$ cat src/rtl/alu_pipe_param.sv
// Two-stage pipelined ALU with valid/ready handshakes, carry/borrow chaining and status flags.
// Stage 1 captures operands and the chain carry; stage 2 evaluates and registers result and flags.
module alu_pipe_param #(
   parameter int WIDTH = 8
) (
   input  logic             clk,
   input  logic             rst,
   input  logic             in_valid,
   output logic             in_ready,
   input  logic [WIDTH-1:0] a,
   input  logic [WIDTH-1:0] b,
   input  logic [3:0]       op_code,
   output logic             out_valid,
   input  logic             out_ready,
   output logic [WIDTH-1:0] result,
   output logic             zero_flag,
   output logic             carry_flag,
   output logic             neg_flag,
   output logic             ovf_flag,
   output logic             err_flag
);

   localparam int SHW = $clog2(WIDTH);

   typedef struct packed {
      logic [WIDTH-1:0] res;
      logic             cy;
      logic             ovf;
      logic             err;
   } alu_t;

   // (WIDTH+1)-bit sum or difference; the top bit is carry-out or borrow.
   function automatic logic [WIDTH:0] arith(input logic [WIDTH-1:0] fa,
                                            input logic [WIDTH-1:0] fb,
                                            input logic [3:0]       fop,
                                            input logic             fcy);
      logic w_cin;
      w_cin = ((fop == 4'd11) || (fop == 4'd12)) && fcy;
      if ((fop == 4'd1) || (fop == 4'd12))
         return {1'b0, fa} - {1'b0, fb} - {{WIDTH{1'b0}}, w_cin};
      else
         return {1'b0, fa} + {1'b0, fb} + {{WIDTH{1'b0}}, w_cin};
   endfunction

   function automatic logic arith_cy(input logic [WIDTH-1:0] fa,
                                     input logic [WIDTH-1:0] fb,
                                     input logic [3:0]       fop,
                                     input logic             fcy);
      logic [WIDTH:0] w_t;
      w_t = arith(fa, fb, fop, fcy);
      return w_t[WIDTH];
   endfunction

   function automatic alu_t alu_eval(input logic [WIDTH-1:0] fa,
                                     input logic [WIDTH-1:0] fb,
                                     input logic [3:0]       fop,
                                     input logic             fcy);
      alu_t                    o;
      logic [WIDTH:0]          w_ar;
      logic [SHW-1:0]          w_sh;
      logic signed [WIDTH-1:0] w_sa;
      logic signed [WIDTH-1:0] w_sb;
      o    = '0;
      w_ar = arith(fa, fb, fop, fcy);
      w_sh = fb[SHW-1:0];
      w_sa = $signed(fa);
      w_sb = $signed(fb);
      case (fop)
         4'd0, 4'd11: begin
            o.res = w_ar[WIDTH-1:0];
            o.cy  = w_ar[WIDTH];
            o.ovf = (fa[WIDTH-1] == fb[WIDTH-1]) && (w_ar[WIDTH-1] != fa[WIDTH-1]);
         end
         4'd1, 4'd12: begin
            o.res = w_ar[WIDTH-1:0];
            o.cy  = w_ar[WIDTH];
            o.ovf = (fa[WIDTH-1] != fb[WIDTH-1]) && (w_ar[WIDTH-1] != fa[WIDTH-1]);
         end
         4'd2:    o.res = fa & fb;
         4'd3:    o.res = fa | fb;
         4'd4:    o.res = fa ^ fb;
         4'd5:    o.res = ~fa;
         4'd6:    o.res = {{(WIDTH-1){1'b0}}, (fa < fb)};
         4'd7:    o.res = fa << w_sh;
         4'd8:    o.res = fa >> w_sh;
         4'd9:    o.res = $unsigned(w_sa >>> w_sh);
         4'd10:   o.res = {{(WIDTH-1){1'b0}}, (w_sa < w_sb)};
         4'd13:   o.res = fb;
         default: o.err = 1'b1;
      endcase
      return o;
   endfunction

   logic             w_adv;
   logic             w_acc;
   logic             w_chain_op;
   logic             w_in_cy;
   alu_t             w_s2;

   logic             r_cy;
   logic             r_vld_p1;
   logic [WIDTH-1:0] r_a_p1;
   logic [WIDTH-1:0] r_b_p1;
   logic [3:0]       r_op_p1;
   logic             r_cy_p1;

   logic             r_vld_p2;
   logic [WIDTH-1:0] r_res_p2;
   logic             r_zero_p2;
   logic             r_cy_p2;
   logic             r_neg_p2;
   logic             r_ovf_p2;
   logic             r_err_p2;

   assign w_adv      = !r_vld_p2 || out_ready;
   assign in_ready   = w_adv;
   assign w_acc      = in_valid && w_adv;
   assign w_chain_op = (op_code == 4'd0) || (op_code == 4'd1) ||
                       (op_code == 4'd11) || (op_code == 4'd12);
   assign w_in_cy    = arith_cy(a, b, op_code, r_cy);
   assign w_s2       = alu_eval(r_a_p1, r_b_p1, r_op_p1, r_cy_p1);

   // Stage 1: operand capture; the op keeps the chain carry as it was before its own update
   always_ff @(posedge clk) begin
      if (w_acc) begin
         r_a_p1  <= a;
         r_b_p1  <= b;
         r_op_p1 <= op_code;
         r_cy_p1 <= r_cy;
      end
   end

   // Stage 2: evaluate; result and flags only move when a real beat advances
   always_ff @(posedge clk) begin
      if (rst) begin
         r_cy      <= 1'b0;
         r_vld_p1  <= 1'b0;
         r_vld_p2  <= 1'b0;
         r_res_p2  <= '0;
         r_zero_p2 <= 1'b0;
         r_cy_p2   <= 1'b0;
         r_neg_p2  <= 1'b0;
         r_ovf_p2  <= 1'b0;
         r_err_p2  <= 1'b0;
      end else begin
         if (w_acc && w_chain_op)
            r_cy <= w_in_cy;
         if (w_adv) begin
            r_vld_p1 <= in_valid;
            r_vld_p2 <= r_vld_p1;
            if (r_vld_p1) begin
               r_res_p2  <= w_s2.res;
               r_zero_p2 <= (w_s2.res == '0);
               r_cy_p2   <= w_s2.cy;
               r_neg_p2  <= w_s2.res[WIDTH-1];
               r_ovf_p2  <= w_s2.ovf;
               r_err_p2  <= w_s2.err;
            end
         end
      end
   end

   assign out_valid  = r_vld_p2;
   assign result     = r_res_p2;
   assign zero_flag  = r_zero_p2;
   assign carry_flag = r_cy_p2;
   assign neg_flag   = r_neg_p2;
   assign ovf_flag   = r_ovf_p2;
   assign err_flag   = r_err_p2;

endmodule

$ cat config.mk
export PLATFORM = sky130hd
export DESIGN_NAME = alu_pipe_param
export DESIGN_NICKNAME = d
export VERILOG_FILES = /design/src/rtl/alu_pipe_param.sv
export SDC_FILE = /design/constraint.sdc
export NUM_CORES = 1
export LEC_CHECK = 0
export BUFFER_PORTS_ARGS = -buffer_cell sky130_fd_sc_hd__buf_2
export CORE_MARGIN = 5
export CORE_UTILIZATION = 51
export DETAILED_ROUTE_END_ITERATION = 12
export GPL_TIMING_DRIVEN = 0
export PLACE_DENSITY_LB_ADDON = 0.05
export SLEW_MARGIN = 20
export SYNTH_ARGS = -nofsm -noshare
export SYNTH_HDL_FRONTEND = slang
export SYNTH_SLANG_ARGS = --single-unit
export TNS_END_PERCENT = 10
$ cat constraint.sdc
create_clock -name clk -period 3.75 [get_ports clk]
set_clock_uncertainty 0.05 [all_clocks]
set_input_delay 0.75 -clock clk [delete_from_list [all_inputs] [get_ports clk]]
set_output_delay 0.75 -clock clk [all_outputs]
set_load 0.1 [all_outputs]
# After elaboration in Yosys (flattened, before gate mapping)
# Index checks and enable logic that the tools add are counted.
[totals] register_bits=37 inputBits=24
[classes] mux=5 n_reduce_logical=23 bitwise_logic=4 n_lt_le_gt_ge=2 n_shift=3 n_eq_ne=19 add_sub_neg=8
[ops] cell="8-bit one-hot mux with 11 select lines" n=1
[ops] cell="4-bit == test (second input constant)" n=8
[ops] cell="8-bit by 8-bit adder with 9-bit output" n=2
[ops] cell="9-bit by 1-bit adder with 9-bit output" n=2
[ops] cell="9-bit 2-to-1 mux" n=2
[ops] cell="8-bit by 8-bit subtractor with 9-bit output" n=2
[ops] cell="9-bit by 1-bit subtractor with 9-bit output" n=2
[ops] cell="4-bit by 3-bit == test with 1-bit output (second input constant)" n=4
[ops] cell="8-bit < comparator" n=2
[ops] cell="14-bit OR reduction" n=1
[ops] cell="8-bit bitwise AND" n=1
[ops] cell="4-bit by 1-bit == test with 1-bit output (second input constant)" n=2
[ops] cell="4-bit by 2-bit == test with 1-bit output (second input constant)" n=2
[ops] cell="4-bit zero test" n=2
[ops] cell="8-bit zero test" n=1
[ops] cell="1-bit logical OR" n=8
[ops] cell="8-bit NOT" n=1
[ops] cell="8-bit bitwise OR" n=1
[ops] cell="8-bit by 3-bit left shift with 8-bit output" n=1
[ops] cell="8-bit by 3-bit right shift with 8-bit output" n=1
[ops] cell="8-bit by 3-bit >>> shifter with 8-bit output" n=1
[ops] cell="8-bit XOR" n=1
[ops] cell="1-bit logical AND" n=6
[ops] cell="2-bit one-hot mux with 2 select lines" n=1
[ops] cell="7 further kinds" n=9

# Logic depth before layout (Yosys ltp)
# Gate-level depths: netlist of the first run.
[depth] word_depth=8 mapped_depth=16 mapped_depth_nobuf=14

# Worst setup path before layout of the first run
# No wires, ideal clock.
[synth_path] path_kind="register to register" start="register r_op_p1[1]" end="register r_zero_p2 (netlist: zero_flag)" period_less_slack_ns=3.309 setup_ns=0.084 arrival_time_ns=3.175 slack_ns=0.441 path_stages_with_launch=14 path_cell_list="edfxtp_1 > buf_2 > buf_2 > nand2_1 > o22ai_1 > nand3_1 > fa_1 > ha_1 > a211oi_1 > o2111ai_1 > a21oi_1 > xnor2_1 > a221o_1 > o31ai_2"
[synth_via] elab_chain_len=7
[synth_lines] element="from (decl)" line_no="104" text="logic [3:0] r_op_p1;"
[synth_lines] element="from (signal assigned)" line_no="128" text="r_op_p1 <= op_code;"
[synth_lines] element="4-bit == test, on equally long branches" line_no="38, 68, 39"
[synth_lines] element="1-bit logical OR" line_no="38" text="w_cin = ((fop == 4'd11) || (fop == 4'd12)) && fcy;"
[synth_lines] element="1-bit logical AND" line_no="38"
[synth_lines] element="9-bit by 1-bit adder with 9-bit output or 9-bit by 1-bit subtractor with 9-bit output (tied branches)" line_no="42, 40"
[synth_lines] element="9-bit 2-to-1 mux" line_no="39" text="if ((fop == 4'd1) || (fop == 4'd12))"
[synth_lines] element="8-bit one-hot mux with 11 select lines *" line_no="68" text="case (fop)"
[synth_lines] element="8-bit zero test *" line_no="153" text="r_zero_p2 <= (w_s2.res == '0);"
[synth_lines] element="to (signal assigned)" line_no="153"
[synth_lines] element="to (decl)" line_no="109" text="logic r_zero_p2;"
# Every way passes the cells marked *; elsewhere a longest branch is shown, timed or not.
# A chain may end at the register's enable or synchronous reset.

# Final worst setup path of the first run
# Same ends and word-level chain as after synthesis.

==> flow_summary.yaml, run 1 <==
pwr:
  p_comb_frac: 0.430
  sw_frac_of_total: 0.397
  power.density_nw_per_um2: 294
  p_total_mw: 1.35
  ir_worst_vdd_v: 0.000157
  seqPwrFrac: 0.352
  power_dissipated_by_switching_net_loads_mw: 0.537
  p_leak_nw: 2.00
  clock_power_share: 0.218
  p_int_mw: 0.815
outcome:
  result_of_the_run: "finished clean"
timing:
  final.min_clock_period_ns: 3.56
  timing.final.crit_share: 0.949
  worst_pin_slew_ns: 1.01
  timing.final.hold_violations: 0
  postLayoutSetupSlackWorst_ns: 0.190
  max_clock_freq_ghz: 0.281
  worst_rel_slew_slack: 0.330
  finalSetupViolCount: 0
  report.final.slew_viol_count: 0
  rsz0062_at_grt: "false"
placement:
  port-buffer-count: 38
  preCtsSetupSlack_ns: -0.116
  globalplace.congestion: 0.910
  place.detailed.hpwl_mm: 9.07
  place_area_um2: 4410
  numPlacedInstances: 605
die:
  initial_core_util: 0.527
  design.core.area_um2: 7770
  dieHeight_um: 99.6
  floorplan.die.width_um: 99.6
  floorplan.rows: 32
  design.portCount: 39
  die_area_um2: 9910
synth:
  netlist-cell-type-count: 70
  yosys_most_used_dff: "sky130_fd_sc_hd__edfxtp_1"
  synth_commonest_cells: "sky130_fd_sc_hd__ha_1 (60), sky130_fd_sc_hd__inv_1 (48), sky130_fd_sc_hd__nor2_1 (37)"
  synthesis.area_um2: 4090
  synthesis.area_per_instance_um2: 8.80
  synth_top_area_cell: "sky130_fd_sc_hd__ha_1"
  async_flop_share: 0
  synth.net_count: 553
  netlist_instances: 465
  ys_top_cells_by_area: "sky130_fd_sc_hd__ha_1 (18%), sky130_fd_sc_hd__edfxtp_1 (15%), sky130_fd_sc_hd__dfxtp_1 (7.3%)"
  yosys.cell_count.top_type: "sky130_fd_sc_hd__ha_1"
  synth-edff-count: 21
  synth.yosys.warnings: 0
  yosysTopAreaCellShare: 0.183
  synth_sequential_area_ratio: 0.228
  ys_seq_elements: 36
cts:
  max-clock-path-buffers: 2
  clock_insertion_delay_worst_skew_ns: 0.29
  master_cell_of_the_clock_root_buffer: "sky130_fd_sc_hd__clkbuf_8"
  cts_buffers: 5
  clock_sink_count: 36
  path_clk_slew_ns: 0.08
  cts.htree.levels: 2
  tritoncts: "done"
route:
  route.detailed.drc: 0
  vias: 3727
  number_of_optimization_iterations_in_the_first_detailed_route_pass: 5
  finalWirelength_mm: 11.4
  drt-wirelength-per-cell_um: 18.4
  drtAntennaViolNets: 0
  route.detailed.vias_per_inst: 6.01
  drt_iter0_drc: 293
critical_path:
  critical_path_required_time_ns: 3.92
  max_fo_critical_path: 10
  critical_path.endpoint_type: "flop"
  timing.critical_path.from_type: "flop"
  arrival_ns: 3.73
  r2r-start: "r_op_p1[1]"
  crit_start: "r_op_p1[1]"
  worst-setup-path-type: "flop to flop"
min_path:
  timing.hold.worst.start: "err_flag"
  min-delay-path-class: "flop to flop"
layout:
  drive_above_1_share: 0.187
  post_layout_nonfiller_instances: 620
  fin_util: 0.593
  stdcell_area_um2: 4600
  nNetsFinal: 605
  synthToLayoutAreaGrowth_pct: 12.5
  antenna_cells: 0
global_routing:
  antenna_violations_before_repair: 0
  grt_start_max_net_pins: 25
  grt_first_pass_wirelength_mm: 18.8
  grt_pass1_vias: 3683
  overall_global_routing_resource_usage: 0.237
  grt-ovfl-total: 0
job:
  drv_cap: 0
==> cell families (layout without fill, tap and decap cells) <==
group	count (synthesis)	count (layout)	share of synthesized area
buffers and inverters	77	130	0.0798
DFF	36	36	0.228
AOI/OAI and AO/OA	123	123	0.219
and+or+nand+nor	139	139	0.186
adders and majority gates	64	64	0.203
xor gates and xnor gates	14	14	0.0300
muxes	12	12	0.0544
==> state kept, by name, summed over array words and instances, names as in the netlist, 4 cells and up <==
name	count
r_a_p1	8
r_b_p1	8
result	8
r_op_p1	4
==> metrics by stage <==
stage / hold WS, ns / TNS [ns]
finish: 0.413 / 0
global route: 0.446 / 0
CTS: 0.420 / 0
detailed placement: 0.409 / -0.224
global placement: 0.386 / -0.197
floorplan: 0.401 / 0
==> what timing repair did <==
action | 4_1_cts | 5_1_grt
hold endpoints to repair | 0 | 0
cloned | 0 | 0
setup buffers | 1 | 6
resized for setup | 4 | 11
endpoints found under the setup margin | 4 | 5
pin swaps | 0 | 4
hold buffers | 0 | 0
==> area by class of cell <==
cell class / count / area, um2
Timing Repair Buffer: 45 / 243
Fill cell: 746 / 3160
Tap cell: 102 / 128
Inverter: 50 / 188
Clock buffer: 7 / 86.3
Sequential cell: 36 / 931
Multi-Input combinational cell: 352 / 2870
Buffer: 27 / 153
Clock inverter: 1 / 6.26
==> placed cells by master (no fill, tap or decap), types with 5 or more instances in the layout <==
cell                       synthesis  final
sky130_fd_sc_hd__nand3_1          11     11
sky130_fd_sc_hd__o22ai_1           6      6
sky130_fd_sc_hd__nor2b_1           6      6
sky130_fd_sc_hd__o21ai_0          10     10
sky130_fd_sc_hd__a21oi_1          22     21
sky130_fd_sc_hd__nand2_1          21     21
sky130_fd_sc_hd__o21a_1            5      5
sky130_fd_sc_hd__nor2_1           37     37
sky130_fd_sc_hd__buf_2            12     45
sky130_fd_sc_hd__edfxtp_1         21     21
sky130_fd_sc_hd__mux4_2            8      8
sky130_fd_sc_hd__nand2b_1         12     12
sky130_fd_sc_hd__xor2_1            5      5
sky130_fd_sc_hd__nand4_1           5      5
sky130_fd_sc_hd__inv_1            48     48
sky130_fd_sc_hd__nor3_1           16     16
sky130_fd_sc_hd__a31oi_1           5      5
sky130_fd_sc_hd__clkbuf_8          0      6
sky130_fd_sc_hd__buf_4             2     10
sky130_fd_sc_hd__o211ai_1          9      9
sky130_fd_sc_hd__a211oi_1         15     13
sky130_fd_sc_hd__clkbuf_1         10     11
sky130_fd_sc_hd__ha_1             60     60
sky130_fd_sc_hd__dfxtp_1          15     15
sky130_fd_sc_hd__xnor2_1           9      9
==> critical path, stage by stage (launching register included) <==
cell and delay (ns):
sky130_fd_sc_hd__edfxtp_1 0.36, sky130_fd_sc_hd__clkbuf_4 0.20, sky130_fd_sc_hd__buf_4 0.19, sky130_fd_sc_hd__nand2_1 0.14
sky130_fd_sc_hd__o22ai_1 0.18, sky130_fd_sc_hd__nand3_1 0.14, sky130_fd_sc_hd__inv_1 0.11, sky130_fd_sc_hd__fa_2 0.47
sky130_fd_sc_hd__ha_1 0.30, sky130_fd_sc_hd__xnor2_1 0.16, sky130_fd_sc_hd__o21ai_0 0.10, sky130_fd_sc_hd__o21ai_1 0.14
sky130_fd_sc_hd__o22ai_1 0.14, sky130_fd_sc_hd__nor4_2 0.29, sky130_fd_sc_hd__buf_4 0.17, sky130_fd_sc_hd__nand4_1 0.13
sky130_fd_sc_hd__o31ai_2 0.20
==> power by group through the flow <==
stage	sequential (mW)	combinational, mW	clock, mW
2_1_floorplan	0.536	0.360	0
3_3_place_gp	0.486	0.545	0
3_5_place_dp	0.487	0.552	0
4_1_cts	0.477	0.564	0.301
5_1_grt	0.479	0.639	0.319
6_report	0.476	0.581	0.295
==> final timing paths <==
check                           cells after the start  slack (ns)         to
worst min-delay path                                2        0.41   err_flag
worst max register to register                     16        0.19  zero_flag
worst max-delay path                               16        0.19  zero_flag
worst min register to register                      2        0.41   err_flag
==> layer usage <==
metal	up-vias	part of all wire	GRT usage
li1	1827	-	-
met1	1771	0.43	0.317
met5	-	0	0
met3	20	0.054	0.0330
met2	109	0.49	0.398
met4	0	0.021	0.0662
Note: power is estimated with default switching activity, not from simulation.
==> run 2: changes to the inputs <==
--- a/config.mk
+++ b/config.mk
@@ -5,12 +5,14 @@
 export SDC_FILE = /design/constraint.sdc
 export NUM_CORES = 1
 export LEC_CHECK = 0
+export ABC_AREA = 1
 export BUFFER_PORTS_ARGS = -buffer_cell sky130_fd_sc_hd__buf_2
 export CORE_MARGIN = 5
 export CORE_UTILIZATION = 51
 export DETAILED_ROUTE_END_ITERATION = 12
 export GPL_TIMING_DRIVEN = 0
 export PLACE_DENSITY_LB_ADDON = 0.05
+export SKIP_LAST_GASP = 1
 export SLEW_MARGIN = 20
 export SYNTH_ARGS = -nofsm -noshare
 export SYNTH_HDL_FRONTEND = slang
==> flow_summary.yaml, run 2 <==
critical_path:
  arrival_ns: 3.32
  max_fo_critical_path: 7
  worst_r2r_endpoint: "zero_flag"
  worst-setup-path-type: "flop to flop"
  critical_path_required_time_ns: 3.93
  r2r_slack_ns: 0.61
  r2r-start: "r_op_p1[1]"
  timing.reg2reg.worst_path_depth: 16
  timing.critical_path.from_type: "flop"
  critical_path.endpoint_type: "flop"
pwr:
  p_comb_frac: 0.402
  power.density_nw_per_um2: 287
  seqPwrFrac: 0.366
  sw_frac_of_total: 0.415
  clock_power_share: 0.232
  ir_worst_vdd_v: 0.000159
  p_int_mw: 0.759
  p_leak_nw: 2.47
  power_dissipated_by_switching_net_loads_mw: 0.539
placement:
  place.detailed.hpwl_mm: 9.23
  port-buffer-count: 38
  preCtsSetupSlack_ns: 0.622
  globalplace.congestion: 0.999
synth:
  synth.yosys.warnings: 0
  netlist_instances: 625
  synthesis.area_um2: 4110
  synth_sequential_area_ratio: 0.226
  ys_seq_elements: 36
  async_flop_share: 0
  ys_top_cells_by_area: "sky130_fd_sc_hd__ha_1 (18%), sky130_fd_sc_hd__nand2_1 (16%), sky130_fd_sc_hd__edfxtp_1 (15%)"
  synth_top_area_cell: "sky130_fd_sc_hd__ha_1"
  netlist-cell-type-count: 40
  synth.net_count: 713
  synth_commonest_cells: "sky130_fd_sc_hd__nand2_1 (173), sky130_fd_sc_hd__inv_1 (97), sky130_fd_sc_hd__nand3_1 (85)"
  synthesis.area_per_instance_um2: 6.58
  yosys.cell_count.top_type: "sky130_fd_sc_hd__nand2_1"
  yosysTopAreaCellShare: 0.183
  synth-edff-count: 21
  yosys_most_used_dff: "sky130_fd_sc_hd__edfxtp_1"
min_path:
  min-delay-path-class: "flop to flop"
  timing.hold.worst_endpoint: "err_flag"
  hold_depth: 2
  timing.hold.worst.start: "err_flag"
timing:
  timing.final.hold_violations: 0
  finalSetupViolCount: 0
  max_clock_freq_ghz: 0.318
  worst_pin_slew_ns: 0.795
  postLayoutSetupSlackWorst_ns: 0.607
  final.min_clock_period_ns: 3.14
  setup_total_negative_slack_ns: 0
  worst_rel_slew_slack: 0.469
  timing.final.crit_share: 0.838
  report.final.slew_viol_count: 0
  holdWs_ns: 0.413
  rsz0062_at_grt: "false"
layout:
  drive_above_1_share: 0.110
  synthToLayoutAreaGrowth_pct: 9.98
  fin_util: 0.579
  mostFrequentLayoutCells: "sky130_fd_sc_hd__nand2_1 (173), sky130_fd_sc_hd__inv_1 (97), sky130_fd_sc_hd__nand3_1 (85), sky130_fd_sc_hd__ha_1 (60), sky130_fd_sc_hd__nor2_1 (54)"
  antenna_cells: 0
  fillers: 774
  nNetsFinal: 758
  layout_commonest_cell: "sky130_fd_sc_hd__nand2_1"
route:
  route.detailed.vias_per_inst: 5.37
  drt_iter0_drc: 260
  finalWirelength_mm: 11.2
  drt-wirelength-per-cell_um: 14.5
  number_of_optimization_iterations_in_the_first_detailed_route_pass: 5
  drtAntennaViolNets: 0
  route.detailed.drc: 0
  vias: 4149
cts:
  cts_setup_buffers: 0
  path_clk_slew_ns: 0.08
  clock_insertion_delay_worst_skew_ns: 0.29
  tritoncts: "done"
  master_cell_of_the_clock_root_buffer: "sky130_fd_sc_hd__clkbuf_8"
  cts_buffers: 5
  clock_sink_count: 36
  max-clock-path-buffers: 2
  cts_resized: 0
  cts.htree.levels: 2
  cts.hold.buffers_added: 0
global_routing:
  grt_start_max_net_pins: 23
  grt_pass1_vias: 3842
  grt_first_pass_wirelength_mm: 18.1
  antenna_violations_before_repair: 0
  grt-ovfl-total: 0
  overall_global_routing_resource_usage: 0.227
die:
  design.portCount: 39
  dieHeight_um: 99.8
  floorplan.die.width_um: 99.8
  initial_core_util: 0.527
  die_area_um2: 9960
  design.core.area_um2: 7810
  floorplan.rows: 32
job:
  drv_cap: 0
outcome:
  result_of_the_run: "finished clean"
-- run 2: cell count changes in the layout (fill, tap and decap cells not counted), moves of 10 or more --
| cell | previous run | this run |
|---|---|---|
| sky130_fd_sc_hd__inv_1 | 48 | 97 |
| sky130_fd_sc_hd__nor2_1 | 37 | 54 |
| sky130_fd_sc_hd__nor3_1 | 16 | 6 |
| sky130_fd_sc_hd__nand3_1 | 11 | 85 |
| sky130_fd_sc_hd__nand2b_1 | 12 | 0 |
| sky130_fd_sc_hd__a211oi_1 | 13 | 2 |
| sky130_fd_sc_hd__nand2_1 | 21 | 173 |
| sky130_fd_sc_hd__a21oi_1 | 21 | 31 |
-- run 2: cell type report --
type                       count  area (um2)  share of cell area
tap                          102         128              0.0282
sequential                    36         931               0.206
multi-input combinational    476        2730               0.604
clock inverter                 1        6.26             0.00138
buffer                        10        60.1              0.0133
clock buffer                   7        86.3              0.0191
inverter                     103         388              0.0858
timing repair buffer          38         190              0.0420
-- run 2: worst max-delay path: stages, from the launching register on --
cell,delay (ns)
sky130_fd_sc_hd__edfxtp_1,0.54
sky130_fd_sc_hd__nor2_2,0.29
sky130_fd_sc_hd__nand2_4,0.12
sky130_fd_sc_hd__nand2_1,0.08
sky130_fd_sc_hd__nand2_1,0.08
sky130_fd_sc_hd__fa_1,0.44
sky130_fd_sc_hd__ha_1,0.32
sky130_fd_sc_hd__nand2_1,0.07
sky130_fd_sc_hd__nand2_1,0.13
sky130_fd_sc_hd__nand2_1,0.08
sky130_fd_sc_hd__nand3_1,0.08
sky130_fd_sc_hd__nand2_1,0.05
sky130_fd_sc_hd__nand3_1,0.09
sky130_fd_sc_hd__nand3_1,0.11
sky130_fd_sc_hd__a21oi_1,0.28
sky130_fd_sc_hd__nand3_1,0.15
sky130_fd_sc_hd__a21oi_2,0.12
-- run 2: power by group through the flow --
stage,sequential (mW),clock (mW),combinational [mW]
floorplan,0.533,0,0.336
global placement,0.482,0,0.510
detailed placement,0.483,0,0.519
CTS,0.474,0.308,0.521
global route,0.478,0.324,0.588
finish,0.475,0.301,0.523
-- run 2: worst max-delay path by stage --
stage | start | to | slack [ns] | depth (start not counted)
detailed placement | r_op_p1[1] | zero_flag | 0.62 | 16
floorplan | out_valid | r_cy | 1.01 | 10
global placement | r_op_p1[1] | zero_flag | 0.64 | 16
global route | r_op_p1[1] | result[7] | 0.37 | 17
CTS | r_op_p1[1] | zero_flag | 0.60 | 16
finish | r_op_p1[1] | zero_flag | 0.61 | 16
-- run 2: layer usage --
layer	global-route usage	wire, um	up-vias
li1	-	-	2113
met1	0.287	4920	1862
met2	0.374	5120	142
met3	0.0341	639	32
met4	0.117	493	0
met5	0	0	-
-- run 2: per-stage QoR --
step                total power, mW  cells  instance area, um2
finish                         1.30    773                4520
floorplan                     0.869    625                4110
global route                   1.39    773                4520
CTS                            1.30    773                4520
detailed placement             1.00    765                4430
global placement              0.992    765                4430
-- run 2: kinds of logic (layout without fill, tap and decap cells) --
logic type / after synthesis / in the layout / share of synthesized area
and+or+nand+nor: 351 / 351 / 0.377
xor gates and xnor gates: 3 / 3 / 0.00639
buffers and inverters: 113 / 159 / 0.109
adders and majority gates: 64 / 64 / 0.202
DFF: 36 / 36 / 0.226
AOI/OAI and AO/OA: 58 / 58 / 0.0794
==> run 3: changes to the inputs <==
--- a/config.mk
+++ b/config.mk
@@ -5,7 +5,7 @@
 export SDC_FILE = /design/constraint.sdc
 export NUM_CORES = 1
 export LEC_CHECK = 0
-export ABC_AREA = 1
+export ABC_AREA = 0
 export BUFFER_PORTS_ARGS = -buffer_cell sky130_fd_sc_hd__buf_2
 export CORE_MARGIN = 5
 export CORE_UTILIZATION = 51
==> constraint.sdc (replaced) <==
create_clock -name clk -period 3.2 [get_ports clk]
set_clock_uncertainty 0.05 [all_clocks]
set_input_delay 0.64 -clock clk [delete_from_list [all_inputs] [get_ports clk]]
set_output_delay 0.64 -clock clk [all_outputs]
set_load 0.1 [all_outputs]
==> flow_summary.yaml, run 3 (synthesis results as in run 1) <==
layout:
  fillers: 720
  antenna_cells: 0
  drive_above_1_share: 0.242
  layout_commonest_cell: "sky130_fd_sc_hd__ha_1"
  nNetsFinal: 615
  fin_util: 0.621
  stdcell_area_um2: 4830
  mostFrequentLayoutCells: "sky130_fd_sc_hd__ha_1 (59), sky130_fd_sc_hd__inv_1 (46), sky130_fd_sc_hd__buf_2 (41), sky130_fd_sc_hd__nor2_1 (37), sky130_fd_sc_hd__buf_4 (25)"
  synthToLayoutAreaGrowth_pct: 18.0
die:
  floorplan.rows: 32
  dieHeight_um: 99.6
  design.portCount: 39
  design.core.area_um2: 7770
  die_area_um2: 9910
  initial_core_util: 0.527
  floorplan.die.width_um: 99.6
critical_path:
  worst_r2r_endpoint: "zero_flag"
  worst-setup-path-type: "flop to flop"
  max_fo_critical_path: 10
  r2r_slack_ns: 0.02
  critPathMostFrequentCell: "sky130_fd_sc_hd__buf_6"
  critical_path.endpoint_type: "flop"
  timing.critical_path.from_type: "flop"
  critical_path_required_time_ns: 3.36
  chain_of_cells_forming_the_critical_path: "buf_6, buf_6, o22ai_2, nand3_2, fa_2, ha_4, a211oi_4, o2111ai_2, a21oi_2, xnor2_2, a221o_1, o31ai_2"
  timing.reg2reg.worst_path_depth: 12
  arrival_ns: 3.35
  critPathMaxStageDelay_ns: 0.43
  critical-path-slowest-cell: "sky130_fd_sc_hd__fa_2"
  r2r-start: "r_op_p1[2]"
job:
  drv_cap: 0
cts:
  cts.hold.buffers_added: 0
  clock_sink_count: 36
  master_cell_of_the_clock_root_buffer: "sky130_fd_sc_hd__clkbuf_8"
  tritoncts: "done"
  clock_insertion_delay_worst_skew_ns: 0.29
  path_clk_slew_ns: 0.08
  max-clock-path-buffers: 2
  cts_buffers: 5
  cts.htree.levels: 2
timing:
  worst_pin_slew_ns: 0.995
  postLayoutSetupSlackWorst_ns: 0.0167
  finalSetupViolCount: 0
  report.final.slew_viol_count: 0
  timing.final.hold_violations: 0
  rsz0062_at_grt: "true"
  max_clock_freq_ghz: 0.314
  timing.final.crit_share: 0.995
  worst_rel_slew_slack: 0.336
  holdWs_ns: 0.407
  final.min_clock_period_ns: 3.18
placement:
  place_area_um2: 4420
  port-buffer-count: 38
  place.detailed.hpwl_mm: 9.02
  preCtsSetupSlack_ns: -0.595
  globalplace.congestion: 0.942
pwr:
  power.density_nw_per_um2: 341
  p_leak_nw: 2.08
  ir_worst_vdd_v: 0.000183
route:
  drt_iter0_drc: 258
  drt-wirelength-per-cell_um: 18.1
  number_of_optimization_iterations_in_the_first_detailed_route_pass: 5
  drtAntennaViolNets: 0
  vias: 3813
  finalWirelength_mm: 11.4
  route.detailed.vias_per_inst: 6.05
  route.detailed.drc: 0
min_path:
  timing.hold.worst.start: "carry_flag"
  hold_depth: 2
  timing.hold.worst_endpoint: "carry_flag"
  min-delay-path-class: "flop to flop"
global_routing:
  grt-ovfl-total: 0
  grt_start_max_net_pins: 29
  antenna_violations_before_repair: 0
  grt_first_pass_wirelength_mm: 18.5
  grt_pass1_vias: 3702
  overall_global_routing_resource_usage: 0.234
outcome:
  result_of_the_run: "finished clean"
-- run 3: changes by cell type in the layout (fill, tap and decap cells not counted), sizes merged, moves of 12 or more --
| cell | delta |
|---|---|
| nand2 | -157 |
| nand3 | -76 |
| inv | -54 |
| buf | +26 |
| nor2 | -23 |
| a211oi | +13 |
| nand2b | +12 |
-- run 3: per-layer routing --
layer | vias to the layer above | track usage | share of wire
li1 | 1842 | - | -
met1 | 1823 | 0.305 | 0.43
met2 | 123 | 0.395 | 0.49
met3 | 25 | 0.0344 | 0.053
met4 | 0 | 0.0809 | 0.027
met5 | - | 0 | 0
-- run 3: worst max path at each step --
stage | start | end | slack (ns)
2_1_floorplan | r_op_p1[1] | zero_flag | 0.03
3_3_place_gp | r_op_p1[3] | zero_flag | -0.56
3_5_place_dp | r_op_p1[3] | zero_flag | -0.59
4_1_cts | r_op_p1[2] | zero_flag | -0.06
5_1_grt | r_op_p1[2] | zero_flag | -0.14
6_report | r_op_p1[2] | zero_flag | 0.02
-- run 3: final cells by class --
| class | count | area (um2) | area share |
|---|---|---|---|
| sequential | 36 | 931 | 0.193 |
| tap | 102 | 128 | 0.0264 |
| timing repair buffer | 60 | 362 | 0.0749 |
| inverter | 50 | 195 | 0.0404 |
| clock inverter | 1 | 6.26 | 0.00130 |
| buffer | 22 | 141 | 0.0293 |
| multi-input combinational | 352 | 2980 | 0.617 |
| clock buffer | 7 | 86.3 | 0.0179 |
-- run 3: worst max-delay path: cells and delay by family (launching register included) --
family	cells	cell delay (ns)
flops	1	0.41
xor+xnor	1	0.10
buf+inv	2	0.27
fa+ha+maj	2	0.68
compound gates	6	1.46
simple gates	1	0.13
-- run 3: report_power, final --
| group | switching, mW | total, mW | internal, mW |
|---|---|---|---|
| combinational | 0.444 | 0.740 | 0.296 |
| clock | 0.173 | 0.348 | 0.176 |
| sequential | 0.0354 | 0.557 | 0.522 |
| total | 0.652 | 1.65 | 0.993 |
-- run 3: per-stage QoR --
| stage | cells | TNS [ns] | total power, mW |
|---|---|---|---|
| final | 630 | 0 | 1.65 |
| after global routing | 630 | -0.437 | 1.74 |
| after CTS | 623 | -0.0551 | 1.61 |
| after detailed placement | 605 | -3.72 | 1.22 |
| after global placement | 605 | -3.59 | 1.21 |
| after floorplan | 465 | 0 | 1.05 |
-- run 3: what timing repair did --
action	in CTS	in global routing
setup buffers	13	9
pin swaps	21	15
endpoints found under the setup margin	11	8
gates resized for setup	28	15
